## config.mk

```make
export PLATFORM = sky130hd
export DESIGN_NAME = sort_stream_ctrl
export DESIGN_NICKNAME = d
export VERILOG_FILES = /design/src/rtl/sort_stream_ctrl.sv
export SDC_FILE = /design/constraint.sdc
export NUM_CORES = 1
export LEC_CHECK = 0
export CAP_MARGIN = 10
export CORE_AREA = 3 3 173 175
export CTS_BUF_LIST = sky130_fd_sc_hd__clkbuf_2
export CTS_CLUSTER_SIZE = 10
export DETAILED_ROUTE_END_ITERATION = 7
export DIE_AREA = 0 0 176 178
export GPL_ROUTABILITY_DRIVEN = 0
export PLACE_DENSITY = 0.8
export REMOVE_ABC_BUFFERS = 1
export SKIP_CTS_REPAIR_TIMING = 1
export SLEW_MARGIN = 20
export SYNTH_ARGS = -nofsm -noshare
export SYNTH_HDL_FRONTEND = slang
export SYNTH_SLANG_ARGS = --single-unit
```

## constraint.sdc

```tcl
create_clock -name Clk -period 15 [get_ports Clk]
set_input_delay 3 -clock Clk [delete_from_list [all_inputs] [get_ports Clk]]
set_output_delay 3 -clock Clk [all_outputs]
set_load 0.05 [all_outputs]
```

## src/rtl/sort_stream_ctrl.sv

```systemverilog
// sort_stream_ctrl: valid/ready stream front/back end for the 30-entry, 7-bit bubble sorter.
// Ports: In_* upstream keys, Out_* ascending keys downstream, width/Start/Ain/Ack/Aout/Done to the sorter.
module sort_stream_ctrl #(
    parameter int N = 30,
    parameter int W = 7
) (
    input  logic           Clk,
    input  logic           Reset,
    input  logic [W-1:0]   In_data,
    input  logic           In_valid,
    input  logic           In_last,
    output logic           In_ready,
    output logic [W-1:0]   Out_data,
    output logic           Out_valid,
    output logic           Out_last,
    input  logic           Out_ready,
    output logic [4:0]     width,
    output logic           Start,
    output logic [N*W-1:0] Ain,
    output logic           Ack,
    input  logic [N*W-1:0] Aout,
    input  logic           Done
);

    typedef enum logic [2:0] {
        ST_LOAD    = 3'd0,
        ST_START   = 3'd1,
        ST_WAIT    = 3'd2,
        ST_DRAIN   = 3'd3,
        ST_ACK     = 3'd4,
        ST_RELEASE = 3'd5
    } state_t;

    state_t         state_q, state_d;
    logic [4:0]     count_q, count_d;
    logic [4:0]     rd_idx_q, rd_idx_d;
    logic [4:0]     width_q, width_d;
    logic [N*W-1:0] ain_q, ain_d;
    logic           in_ready_q, in_ready_d;
    logic           out_valid_q, out_valid_d;
    logic           out_last_q, out_last_d;
    logic [W-1:0]   out_data_q, out_data_d;
    logic           start_q, start_d;
    logic           ack_q, ack_d;
    logic           wait_seen_q, wait_seen_d;

    logic           in_acc;
    logic           out_acc;
    logic [4:0]     rd_nxt;
    logic [4:0]     rd_sel;
    logic [W-1:0]   sel_word;

    // Next word to present: slot 0 on DRAIN entry, otherwise the slot after rd_idx.
    always_comb begin
        rd_nxt   = rd_idx_q + 5'd1;
        rd_sel   = (state_q == ST_WAIT) ? 5'd0 : rd_nxt;
        sel_word = '0;
        for (int i = 0; i < N; i++) begin
            if (5'(i) == rd_sel) sel_word = Aout[i*W +: W];
        end
    end

    always_comb begin
        state_d     = state_q;
        count_d     = count_q;
        rd_idx_d    = rd_idx_q;
        width_d     = width_q;
        ain_d       = ain_q;
        in_ready_d  = in_ready_q;
        out_valid_d = out_valid_q;
        out_last_d  = out_last_q;
        out_data_d  = out_data_q;
        start_d     = 1'b0;
        ack_d       = 1'b0;
        wait_seen_d = wait_seen_q;

        in_acc  = (state_q == ST_LOAD) && in_ready_q && In_valid;
        out_acc = (state_q == ST_DRAIN) && out_valid_q && Out_ready;

        unique case (state_q)
            ST_LOAD: begin
                in_ready_d = 1'b1;
                if (in_acc) begin
                    for (int i = 0; i < N; i++) begin
                        if (5'(i) == count_q) ain_d[i*W +: W] = In_data;
                    end
                    count_d = count_q + 5'd1;
                    // The Nth key closes the frame whatever In_last says.
                    if (In_last || (count_q == 5'(N - 1))) begin
                        width_d    = count_q + 5'd1;
                        in_ready_d = 1'b0;
                        start_d    = 1'b1;
                        state_d    = ST_START;
                    end
                end
            end
            ST_START: begin
                wait_seen_d = 1'b0;
                state_d     = ST_WAIT;
            end
            ST_WAIT: begin
                // Done is stale on the first WAIT cycle; the sorter clears it on the Start edge.
                wait_seen_d = 1'b1;
                if (wait_seen_q && Done) begin
                    wait_seen_d = 1'b0;
                    rd_idx_d    = 5'd0;
                    out_valid_d = 1'b1;
                    out_data_d  = sel_word;
                    out_last_d  = (width_q == 5'd1);
                    state_d     = ST_DRAIN;
                end
            end
            ST_DRAIN: begin
                if (out_acc) begin
                    if (out_last_q) begin
                        out_valid_d = 1'b0;
                        out_last_d  = 1'b0;
                        ack_d       = 1'b1;
                        state_d     = ST_ACK;
                    end else begin
                        rd_idx_d   = rd_nxt;
                        out_data_d = sel_word;
                        out_last_d = (rd_nxt == width_q - 5'd1);
                    end
                end
            end
            ST_ACK: begin
                state_d = ST_RELEASE;
            end
            ST_RELEASE: begin
                if (!Done) begin
                    count_d = 5'd0;
                    ain_d   = '0;
                    state_d = ST_LOAD;
                end
            end
            default: begin
                count_d     = 5'd0;
                ain_d       = '0;
                out_valid_d = 1'b0;
                out_last_d  = 1'b0;
                in_ready_d  = 1'b0;
                state_d     = ST_LOAD;
            end
        endcase
    end

    always_ff @(posedge Clk or posedge Reset) begin
        if (Reset) begin
            state_q     <= ST_LOAD;
            count_q     <= 5'd0;
            rd_idx_q    <= 5'd0;
            width_q     <= 5'd0;
            ain_q       <= '0;
            in_ready_q  <= 1'b1;
            out_valid_q <= 1'b0;
            out_last_q  <= 1'b0;
            out_data_q  <= '0;
            start_q     <= 1'b0;
            ack_q       <= 1'b0;
            wait_seen_q <= 1'b0;
        end else begin
            state_q     <= state_d;
            count_q     <= count_d;
            rd_idx_q    <= rd_idx_d;
            width_q     <= width_d;
            ain_q       <= ain_d;
            in_ready_q  <= in_ready_d;
            out_valid_q <= out_valid_d;
            out_last_q  <= out_last_d;
            out_data_q  <= out_data_d;
            start_q     <= start_d;
            ack_q       <= ack_d;
            wait_seen_q <= wait_seen_d;
        end
    end

    assign In_ready  = in_ready_q;
    assign Out_data  = out_data_q;
    assign Out_valid = out_valid_q;
    assign Out_last  = out_last_q;
    assign width     = width_q;
    assign Start     = start_q;
    assign Ain       = ain_q;
    assign Ack       = ack_q;

endmodule

```

**Word-level counts from Yosys, hierarchy flattened**

Cells that the tools add are included.

- Bits in registers: 241
- Input port bits: 223
- Output and inout bits: 227
- Logic and storage cells: 300

- $add $sub $neg: 3
- Equal/unequal tests: 103
- Mux-type cells: 101
- Bitwise gates (word level): 2
- Reduce and logical (&&, ||, !) cells: 50

Operator list:

| cell | count |
|---|---|
| 210-bit one-hot mux with 3 select lines | 1 |
| 7-bit 2-to-1 mux | 63 |
| 210-bit 2-to-1 mux | 2 |
| 5-bit equality test (first input constant) | 28 |
| 4-bit AND reduction | 32 |
| 4-bit by 5-bit equality test with 1-bit output (first input constant) | 16 |
| 2-bit by 1-bit != test with 1-bit output (second input constant) | 32 |
| 3-bit by 5-bit equality test with 1-bit output (first input constant) | 8 |
| 5-bit 2-to-1 mux | 6 |
| 2-bit by 5-bit equality test with 1-bit output (first input constant) | 4 |
| 3-bit 2-to-1 mux | 6 |
| 3-bit one-hot mux with 6 select lines | 1 |
| 1-bit 2-to-1 mux | 15 |
| 5-bit one-hot mux with 3 select lines | 1 |
| 7-bit one-hot mux with 2 select lines | 1 |
| 5-bit by 1-bit adder with 5-bit output (second input constant) | 2 |
| 1-bit by 5-bit equality test with 1-bit output (first input constant) | 2 |
| 5-bit zero test | 2 |
| 2-bit != test (second input constant) | 5 |
| 5-bit one-hot mux with 2 select lines | 1 |
| 3-bit AND reduction | 3 |
| 4-bit OR reduction | 2 |
| 3-bit by 2-bit equality test with 1-bit output (second input constant) | 2 |
| 3-bit equality test (second input constant) | 2 |
| other kinds (14) | 22 |

**Logic depth before layout (Yosys ltp)**

Gate-level depths: netlist of run 1.

- Depth after elaboration: 36
- Depth in mapped cells: 12
- Depth with buffers taken out: 9

**Worst setup path before layout of run 1**

OpenSTA, ideal clock, no wires.

- Kind: in2reg
- Start point: in Done
- End point: reg ain_q[100] (netlist: Ain[100])
- Library setup time: 0.125 ns
- Data arrival time: 4.370 ns
- Data required time: 14.875 ns
- Path slack: 10.506 ns
- Stages: 7
- Buffers on the path: 2
- Path through: nor2b_1 > o21ai_0 > and2_1 > buf_2 > buf_2 > a21oi_2 > mux2_2

- Cells in the longest elaborated chain, start to end: 2

Ends and longest elaborated chain:

| item | line | RTL |
|---|---|---|
| start: declaration | 22 | `input logic Done` |
| 2-bit != test (no source line) | n/a |  |
| 4-bit AND reduction (no source line) | n/a |  |
| end signal: assignment | 167 | `ain_q <= ain_d;` |
| end: declaration | 38 | `logic [N*W-1:0] ain_q, ain_d;` |

No other way between the ends.
A chain may end at the register's enable or synchronous reset.

**Worst setup path after layout of run 1**

- Start point: reg in_ready_q (netlist: In_ready)
- End point: out In_ready

RTL lines:

| item | line | RTL |
|---|---|---|
| start: declaration | 39 | `logic in_ready_q, in_ready_d;` |
| start signal: assignment | 168 | `in_ready_q <= in_ready_d;` |
| end: declaration | 12 | `output logic In_ready,` |

No word-level cell between the ends.

==> impl_metrics.csv, run 1 <==
group,metric,value,unit
run_status,run_status,"complete, no violations",
yosys,synth.yosys.seq_area_share,47.82,%
layout,area_growth,42.10,%
clocking,tritoncts,"yes",
critical_path,required,12.00,ns
timing,final_max_slew_viol_count,0,
critical_path,cp-endpoint,"In_ready",
timing,period_minus_slack,5.198,ns
timing,hold_slack,0.5156,ns
yosys,synth_compound_area_share,17.27,%
critical_path,reg2reg_to,"Out_data[1]",
global_route,gr-total-overflow,0,
clocking,clockBufferDepth,3,
detailed_routing,wl_per_cell,26.15,um
floorplanning,die_area,31330,um^2
timing,clock.fmax,192.4,MHz
power,power_density,229.0,nW/um^2
detailed_routing,drc_errors,0,
global_route,grt_pass1_wl,77.49,mm
critical_path,end_kind,"primary output",
global_route,grt_use_total,32.58,%
clocking,cts_buffers,57,
clocking,root_buffer,"clkbuf_2",
timing,final-setup-viol-count,0,
yosys,ys.flop_type,"dfrtp_1",
global_route,grt_max_degree,106,
floorplanning,die_h,178,um
placement,hpwl,37.80,mm
timing,hold_viol,0,
detailed_routing,drt_first_iter_violations,1406,
yosys,async_flop_share,100.0,%
yosys,synth_area,12610,um^2
detailed_routing,viasPerCell,5.961,
critical_path,cp-startpoint,"In_ready",
floorplanning,initial_utilization,44.06,%
clocking,path_clk_slew,0.11,ns
yosys,syn_inst,1145,
placement,pre_cts_ws,9.493,ns
placement,portBuffers,449,
layout,drive_above_1_share,22.67,%
critical_path,crit_chain,"clkdlybuf4s50_1",
critical_path,rr_startpoint,"rd_idx_q[1]",
global_route,antenna_found_initial,2,
yosys,synthSimpleGateAreaFrac,10.28,%
global_route,grt_pass1_vias,12306,
yosys,ys_seq_elements,241,
timing,tightest_slew,1.143,ns
layout,seqCellArea,6032,um^2
critical_path,r2r_cells,10,
clocking,clock_latency,0.84,ns
critical_path,cp_data_arrival_time,2.20,ns
clocking,htree_num_levels,2,
layout,nets,1830,
critical_path,worstSetupPathType,"reg2out",
layout,multi_input_comb_area,6172,um^2
power,ir_drop,0.1783,mV
yosys,synth-edff-count,0,
hold_path,hold_class,"reg2reg",
detailed_routing,num_vias,12077,
yosys,synth_top_family_by_area,"multiplexers",
timing,rsz0062_at_grt,"no",
floorplanning,rows,62,
floorplanning,die_x,176,um
yosys,yosysWarnings,0,
timing,min_period_over_period,34.65,%
critical_path,ff2ff_setup_slack,10.52,ns
detailed_routing,drtPass1Iterations,7,
yosys,ys_types,81,
critical_path,startpoint_type,"flop",
timing,finalSetupTns,0,ns
floorplanning,pin_count,450,
timing,slew_headroom,23.80,%
critical_path,crit_buf_inv,1,
critical_path,crit_path_max_incr_delay,0.83,ns
critical_path,slowest_stage,"clkdlybuf4s50_1",
clocking,cts.sinks,241,
detailed_routing,postRouteAntennaNets,0,
timing,skew,0.07533,ns
yosys,synth-adder-area-share,0.7936,%
yosys,synth_xor_area_share,1.389,%
layout,fillers,2288,
power,p_leak,0.007739,uW
run,maxCapViolCount,0,
floorplanning,core,28630,um^2
yosys,syn_area_per_cell,11.02,um^2
detailed_routing,routed_wl,52.98,mm
critical_path,crit_fanout,4,
critical_path,cp_top_family,"buffers and inverters",
timing,setup_ws,9.802,ns
critical_path,worst-path-stages,1,
yosys,muxShareOfSynthArea,19.15,%
[kinds of logic (layout without fill, tap and decap cells)]
group | after synthesis | count (layout)
muxes | 215 | 215
AOI/OAI and AO/OA | 305 | 305
DFF | 241 | 241
other | 0 | 1
xor gates and xnor gates | 17 | 17
and+or+nand+nor | 265 | 265
buffers and inverters | 94 | 590
adders and majority gates | 8 | 8
[cells in the mapped netlist, drive strengths merged (6+ instances only)]
master	instances	area, um^2
dfrtp	240	6006
mux2	211	2376
a21oi	88	553.0
nand2	66	247.7
nor2	66	252.7
o21ai	54	274.0
buf	44	226.5
nand3	44	230.2
clkbuf	28	106.4
inv	21	78.83
a22oi	20	150.1
o22ai	19	131.4
nor3	16	85.08
a221oi	13	132.6
nor2b	13	81.33
and2	12	77.58
xnor2	11	103.9
nand4	10	62.56
a211oi	9	67.56
o31ai	9	67.56
and3	8	50.05
ha	8	100.1
nand2b	8	50.05
o211ai	8	60.06
o221ai	8	70.07
or3	7	43.79
a21o	6	45.04
a22o	6	52.55
a31oi	6	37.54
xor2	6	71.32
[worst min-delay path by stage]
stage,end,from,cells after the start,slack [ns]
after floorplan,count_q[1],count_q[1],2,0.52
after global placement,Ain[59],Ain[59],1,0.49
after detailed placement,Ain[103],Ain[103],1,0.49
after CTS,Ain[180],Ain[180],1,0.52
after global routing,Ain[87],Ain[87],1,0.53
final,Ain[44],Ain[44],1,0.52
[layer usage]
layer	global-route usage [%]	wire (um)
met3	13.05	6726
met1	36.81	18190
met5	0	10
met2	53.76	24860
met4	16.20	3196
[placed cells by master, fill, tap and decap left out, types with 9 or more instances in the layout]
cell and instances:
a211oi_1 9, a21oi_1 58, a21oi_2 30, a221oi_1 10, a22oi_1 20, and2_1 10
buf_4 18, clkbuf_2 83, clkdlybuf4s50_1 449, clkinv_1 16, dfrtp_1 240, inv_1 20
mux2_2 211, nand2_1 66, nand3_1 42, nand4_1 10, nor2_1 64, nor2b_1 13
nor3_1 14, o21ai_0 46, o22ai_1 17, o31ai_1 9, xnor2_1 10
[final cells by class]
class,count,area share (%)
Clock inverter,18,0.5654
Timing Repair Buffer,467,25.83
Antenna cell,1,0.01396
Tap cell,384,2.681
Clock buffer,83,2.318
Sequential cell,241,33.65
Multi-Input combinational cell,810,34.44
Inverter,22,0.5026
[registers in the layout, summed over array words and instances (netlist names)]
signal and cells:
Ain 210, Out_data 7, count_q 5, rd_idx_q 5, width 5, state_q 3
Ack 1, In_ready 1, Out_last 1, Out_valid 1, Start 1, wait_seen_q 1
[power breakdown]
group | switching [uW] | internal [uW] | total (uW)
clock network | 265 | 165 | 430
registers | 181 | 906 | 1090
logic | 1710 | 881 | 2590
[per-stage QoR]
step                total power, uW  utilization [%]  cells  area (um^2)
floorplan                      2681                -   1073        12280
global placement               3594            60.80   1924        17400
detailed placement             3626            60.80   1924        17400
CTS                            4072            62.61   2025        17920
global route                   4269            62.61   2026        17920
finish                         4105            62.61   2026        17920
Power figures use the tool's default switching activity.
==> run 2: changes to the inputs <==
- clock period: 15 -> 5.2 ns (I/O delays scaled with it)
==> run 2 against run 1 <==
Effect of this change: power increased to 2.9 times the previous value; critical path type is now reg2reg; clock power grew to 3.1 times the previous value; largest cell class unchanged; critical endpoint is now Out_data[0]; design area grew 0.35%; utilization rose by 0.22 points; the run now ends with DRC left.
==> impl_metrics.csv, run 2 (synthesis results as in run 1) <==
group,metric,value,unit
run_status,run_status,"complete, but fails checks",
floorplanning,core,28630,um^2
layout,layout_common_cells,"clkdlybuf4s50_1, dfrtp_1, mux2_2",
clocking,clockBufferDepth,3,
clocking,root_buffer,"clkbuf_2",
power,ir_drop,0.5775,mV
timing,final-setup-viol-count,0,
timing,slew_headroom,31.11,%
timing,final_max_slew_viol_count,0,
critical_path,path_common_cell,"nor2b_1",
floorplanning,pin_count,450,
placement,pre_cts_ws,1.636,ns
layout,final_common_cell,"clkdlybuf4s50_1",
hold_path,hold_class,"reg2reg",
timing,skew,0.1317,ns
power,p_seq_share,26.3,%
global_route,antenna_found_initial,4,
layout,area_growth,42.59,%
detailed_routing,viasPerCell,6.001,
clocking,tritoncts,"yes",
floorplanning,die_h,178,um
timing,period_minus_slack,3.780,ns
critical_path,required,5.95,ns
critical_path,cp_data_arrival_time,4.53,ns
global_route,grt_pass1_vias,12573,
critical_path,end_kind,"flop",
floorplanning,die_area,31330,um^2
detailed_routing,drc_errors,34,
critical_path,rr_startpoint,"rd_idx_q[1]",
detailed_routing,num_vias,12224,
critical_path,crit_chain,"ha_1 > nor2b_1 > a21oi_1 > o22ai_1 > nor2b_1 > nand3_1 > o221ai_1 > a211oi_1 > o31ai_1",
timing,hold_viol,0,
timing,setup_ws,1.421,ns
critical_path,ff2ff_setup_slack,1.42,ns
clocking,clock_latency,0.92,ns
detailed_routing,routed_wl,53.08,mm
detailed_routing,drt_first_iter_violations,1818,
critical_path,startpoint_type,"flop",
power,power_density,660.5,nW/um^2
floorplanning,die_x,176,um
placement,dpl.cell_count,1924,
critical_path,slowest_stage,"nor2b_1",
layout,final_util,62.83,%
timing,clock.fmax,264.6,MHz
detailed_routing,wl_per_cell,26.06,um
timing,tightest_slew,1.033,ns
floorplanning,rows,62,
clocking,cts_buffers,59,
floorplanning,initial_utilization,44.06,%
power,p_sw,6212,uW
timing,rsz0062_at_grt,"no",
critical_path,crit_path_max_incr_delay,0.67,ns
power,clockPowerShare,11.1,%
run,maxCapViolCount,0,
critical_path,worstSetupPathType,"reg2reg",
hold_path,hold_end,"Ain[0]",
placement,portBuffers,449,
hold_path,hp-start,"Ain[0]",
detailed_routing,postRouteAntennaNets,0,
power,switching_share,52.29,%
power,internal_power,5668,uW
placement,hpwl,38.21,mm
critical_path,crit_fanout,14,
detailed_routing,drtPass1Iterations,8,
global_route,grt_pass1_wl,77.45,mm
timing,min_period_over_period,72.68,%
clocking,path_clk_slew,0.11,ns
clocking,htree_num_levels,2,
critical_path,reg2reg_to,"Out_data[0]",
layout,largest_reg_flops,210,
power,p_comb_share,62.6,%
global_route,grt_use_total,32.67,%
hold_path,holdPathStages,1,
clocking,cts.sinks,241,
layout,nets,1832,
power,p_leak,0.007784,uW
layout,drive_above_1_share,22.97,%
run_status,violations,"DRC",
critical_path,r2r_cells,9,
critical_path,cp-startpoint,"rd_idx_q[1]",
global_route,grt_max_degree,108,
layout,stdcell_count,2037,
global_route,gr-total-overflow,0,
run 2: area by class of cell:
cell class / count / area, um^2
fill: 2235 / 10640
multi-input combinational: 810 / 6172
sequential: 241 / 6032
timing repair buffer: 467 / 4642
tap: 384 / 480.5
clock buffer: 88 / 440.4
clock inverter: 22 / 121.4
inverter: 22 / 90.09
antenna: 3 / 7.507
run 2: worst max-delay path by stage:
stage          depth (start not counted)     endpoint
6_report                               9  Out_data[0]
5_1_grt                                9  Out_data[5]
4_1_cts                               10  Out_data[5]
3_5_place_dp                          10  Out_data[5]
3_3_place_gp                          10  Out_data[5]
2_1_floorplan                          1          Ack
run 2: power by group through the flow:
stage	clock network (uW)	logic [uW]	registers, uW
final	1320	7430	3130
after CTS	1350	7300	3130
after global placement	0	7210	3100
after global routing	1440	7700	3220
after detailed placement	0	7270	3150
after floorplan	0	2110	5630
run 2: stage by stage:
step	setup TNS (ns)	hold WS, ns	area [um^2]	total power [uW]
final	0	0.5142	17990	11880
after detailed placement	0	0.4951	17420	10420
after global routing	0	0.5298	17980	12360
after floorplan	-743.16	0.5202	12280	7733
after CTS	0	0.5162	17980	11770
after global placement	0	0.4887	17420	10310
run 2: critical path: cells and delay by family, from the launching register on:
kind	cells	cell delay, ns
AO/OA/AOI/OAI	5	1.47
AND/OR/NAND/NOR	3	1.11
adder cells (fa/ha/maj)	1	0.65
flip-flops	1	0.51
run 2: routing by layer:
metal | track usage (%) | routed length, um
met2 | 53.21 | 24560
met1 | 36.14 | 17830
met5 | 0 | 20
met3 | 13.92 | 7187
met4 | 18.24 | 3479
==> RTL change 1: new RTL, config.mk and constraints of run 2 <==
`W`: 7 -> 5.
--- a/src/rtl/sort_stream_ctrl.sv
+++ b/src/rtl/sort_stream_ctrl.sv
@@ -2,7 +2,7 @@
 // Ports: In_* upstream keys, Out_* ascending keys downstream, width/Start/Ain/Ack/Aout/Done to the sorter.
 module sort_stream_ctrl #(
     parameter int N = 30,
-    parameter int W = 7
+    parameter int W = 5
 ) (
     input  logic           Clk,
     input  logic           Reset,
Interface: changed (resized Ain, Aout, In_data and Out_data); port bits go from 450 to 326. The function was not compared with the original's and may differ.
==> RTL change 1 against run 2 <==
- the run still ends with design-rule violations left
- total power is 35% lower
- final area shrank 25%
- area after synthesis is 23% lower
- sequential cell count fell by 62
- via count is 25% lower
- routed wire length fell by 31%
- worst setup slack improved by 0.18 ns
- critical path type unchanged
- highest routed layer is now met4
==> RTL change 1: results (changes against run 2) <==
status finished with violations; failing checks design-rule violations; Hold Path Class in2async; HPWL after detailed placement 26.9 mm (-30%); via count 9132 (-25%); pre-CTS setup slack 1.71 ns (+0.0749 ns); Leak 5.74 nW (-26%); Placed Area 13300 µm² (-24%); total detailed-routing wirelength 36.4 mm (-31%); GR Util met2 37.4% (-16 points); final net count 1393 (-24%); flip-flop count of the largest register after layout 150 (-29%); critical path peak fanout 15 (+1); synth unique cells 79 (-2.5%); CTS Buffer Depth 2 (-1); top cell type's share of synthesized area 45.9% (-1.7 points); gr usage total 22.3% (-10 points); initial antenna violation count 0 (-4); largest net degree at the start of global routing 107 (-0.93%); IO Port Bufs 325 (-28%); worst vdd ir 324 µV (-44%); Synth area leaders dfrtp_1 46%, mux2_2 18%, a21oi_1 3.5%, nor2_1 2.7%, o21ai_0 2.1%; sequential share of the synthesized area 46.1% (-1.7 points); f_max 278 MHz (+5.0%); clock skew 0.0827 ns (-0.0491 ns); CTS clock-pin slew for the worst setup and hold paths 0.35 ns (+0.24 ns); CP max stage cell o31ai_2; met3 Use GR 7.73% (-6.2 points); H-tree depth 4 (+2); Slew HR 33.8% (+2.7 points); reg2reg end Out_data[1]$_DFFE_PP0P_; crit-path max cell delay 0.83 ns (+0.16 ns); DRC Markers 1 (-97%)
## RTL change 1: cell count changes in the layout (fill, tap and decap cells not counted), sizes merged, moves of 11 or more
| cell | delta |
|---|---|
| a21oi | -19 |
| clkbuf | -71 |
| clkdlybuf4s50 | -124 |
| clkinv | -12 |
| dfrtp | -62 |
| mux2 | -56 |
| nand2 | -14 |
| o21ai | -11 |
## RTL change 1: routing by layer
metal | up-vias | wire, µm
met5 | - | 0
met4 | 0 | 1460
met1 | 4373 | 13600
met3 | 109 | 4150
li1 | 4002 | -
met2 | 648 | 17200
## RTL change 1: cells by family (layout without fill, tap and decap cells)
logic type / count (synthesis) / count (layout) / synth area share [%]
simple gates: 243 / 243 / 12.2
compound gates: 241 / 241 / 16.9
buf+inv: 81 / 392 / 3.89
flops: 179 / 179 / 46.1
mux: 160 / 160 / 18.5
fa+ha+maj: 8 / 8 / 1.03
xor+xnor: 14 / 14 / 1.34
## RTL change 1: power breakdown
| part | total [mW] | switching, mW | internal (mW) |
|---|---|---|---|
| Combinational | 4.74 | 3.08 | 1.66 |
| Sequential | 2.15 | 0.332 | 1.82 |
| Clock | 0.777 | 0.606 | 0.171 |
| Total | 7.67 | 4.02 | 3.65 |
## RTL change 1: cell type report
class,count,area (µm²)
well taps,384,480
flip-flops and latches,179,4480
fillers,2623,15100
clock buffers,17,85.1
inverters,19,76.3
multi-input cells,666,4870
clock inverters,15,179
repair buffers,341,3390
## RTL change 1: critical path: cells and delay by family (launching register included)
family                   cells  cell delay, ns
AO/OA/AOI/OAI                5            1.81
adder cells (fa/ha/maj)      1            0.58
flip-flops                   1            0.60
AND/OR/NAND/NOR              3            0.57
==> RTL change 2: new RTL, flow settings as in run 2 <==
Made on the original files. Encoding of `state_t`: now Gray code (3 bits for 6 states).
--- a/src/rtl/sort_stream_ctrl.sv
+++ b/src/rtl/sort_stream_ctrl.sv
@@ -23,12 +23,12 @@
 );
 
     typedef enum logic [2:0] {
-        ST_LOAD    = 3'd0,
-        ST_START   = 3'd1,
-        ST_WAIT    = 3'd2,
-        ST_DRAIN   = 3'd3,
-        ST_ACK     = 3'd4,
-        ST_RELEASE = 3'd5
+        ST_LOAD    = 3'b000,
+        ST_START   = 3'b001,
+        ST_WAIT    = 3'b011,
+        ST_DRAIN   = 3'b010,
+        ST_ACK     = 3'b110,
+        ST_RELEASE = 3'b111
     } state_t;
 
     state_t         state_q, state_d;
Function: same outputs for any inputs over 4 cycles, from zero or initial values and one cycle with Reset high; so few cycles prove little.
==> RTL change 2 against run 2 <==
- routed wire length fell by 8.3%
- total power decreased by 26%
- core utilization decreased by 2.0 points
- final area down 3.2%
- die area is the same
- hold slack got worse by 0.029 ns
- combinational power is 34% lower
- sequential cell count unchanged
- area after synthesis down 4.0%
- worst setup slack worse by 0.17 ns
- critical endpoint is now Out_data[1]$_DFFE_PP0P_
==> RTL change 2: results (changes against run 2) <==
detailed-router iteration count before antenna repair 6 (-2); Synth Area in XOR/XNOR 1.76% (+0.37 points); Clock Buffer Count 82 (-6.8%); Switching Share 50.3% (-2.0 points); multi-input gate share of total cell area 32.9% (-1.4 points); Slew HR 22.0% (-9.1 points); clock skew 0.0806 ns (-0.0511 ns); Synth Cell Area 12100 µm² (-4.0%); Non-clock buffers 459 (-1.7%); met3 wire length 6.19 mm (-14%); Seq cells 241 (unchanged); worst vdd ir 373 µV (-35%); mux cell area share after synthesis 11.0% (-8.1 points); Leak 7.34 nW (-5.8%); GRT met1 Usage 33.7% (-2.5 points); critical path required time 5.97 ns (+0.02 ns); Inst Count DP 1981 (+3.0%); final net count 1891 (+3.2%); post-synthesis compound-gate area fraction 17.8% (+0.57 points); layout cells sized above 1 14.5% (-8.5 points); Logic pwr share 55.7% (-6.9 points); Syn Area/Cell 10.1 µm² (-8.5%); gr usage total 29.9% (-2.8 points); family with the most delay on the worst path simple AND/OR/NAND/NOR gates; WL met2 22.9 mm (-6.7%); met3 Use GR 12.7% (-1.3 points); initial antenna violation count 3 (-1); CP max stage cell a2111oi_1; DRT iter0 DRCs 1196 (-34%); Synth area leaders dfrtp_1 50%, mux2_2 11%, o21ai_0 6.0%, nand2_1 5.5%, a21oi_1 2.4%; Fill cells 2353 (+5.3%); buffering overhead 26.3% (+0.50 points); worst-skew pair later-pin latency 0.89 ns (-0.03 ns); DR vias/cell 5.73 (-4.5%); comb_multi_in 882 (+8.9%); pre-CTS setup slack 1.26 ns (-0.375 ns); adder-cell share of the synthesized area 0.826% (+0.033 points); synth unique cells 84 (+3.7%); HPWL after detailed placement 36.5 mm (-4.5%); wl on met1 17.2 mm (-3.5%); largest net degree at the start of global routing 133 (+23%); status completed; Post-synth top cells 240 x dfrtp_1, 176 x nand2_1, 146 x o21ai_0, 114 x mux2_2, 78 x nor2_1; WL per Instance 23.3 µm (-11%)
[RTL change 2: cell count changes after synthesis, sizes merged, moves of 16 or more]
cell / before / now
o21ai: 54 / 148
nand2: 66 / 178
a21oi: 88 / 59
mux2: 211 / 114
nand3: 44 / 28
buf: 44 / 22
nor2: 66 / 82
[RTL change 2: worst paths after layout]
check	start	endpoint	slack (ns)	depth (start not counted)
min reg2reg	Ain[180]$_DFFE_PP0P_	Ain[180]$_DFFE_PP0P_	0.48	2
max	rd_idx_q[1]$_DFFE_PP0P_	Out_data[1]$_DFFE_PP0P_	1.26	9
min	Ain[180]$_DFFE_PP0P_	Ain[180]$_DFFE_PP0P_	0.48	2
min in group asynchronous	Reset	width[1]$_DFFE_PP0P_	0.75	2
max reg2reg	rd_idx_q[1]$_DFFE_PP0P_	Out_data[1]$_DFFE_PP0P_	1.26	9
max in group asynchronous	Reset	Ain[153]$_DFFE_PP0P_	3.39	3
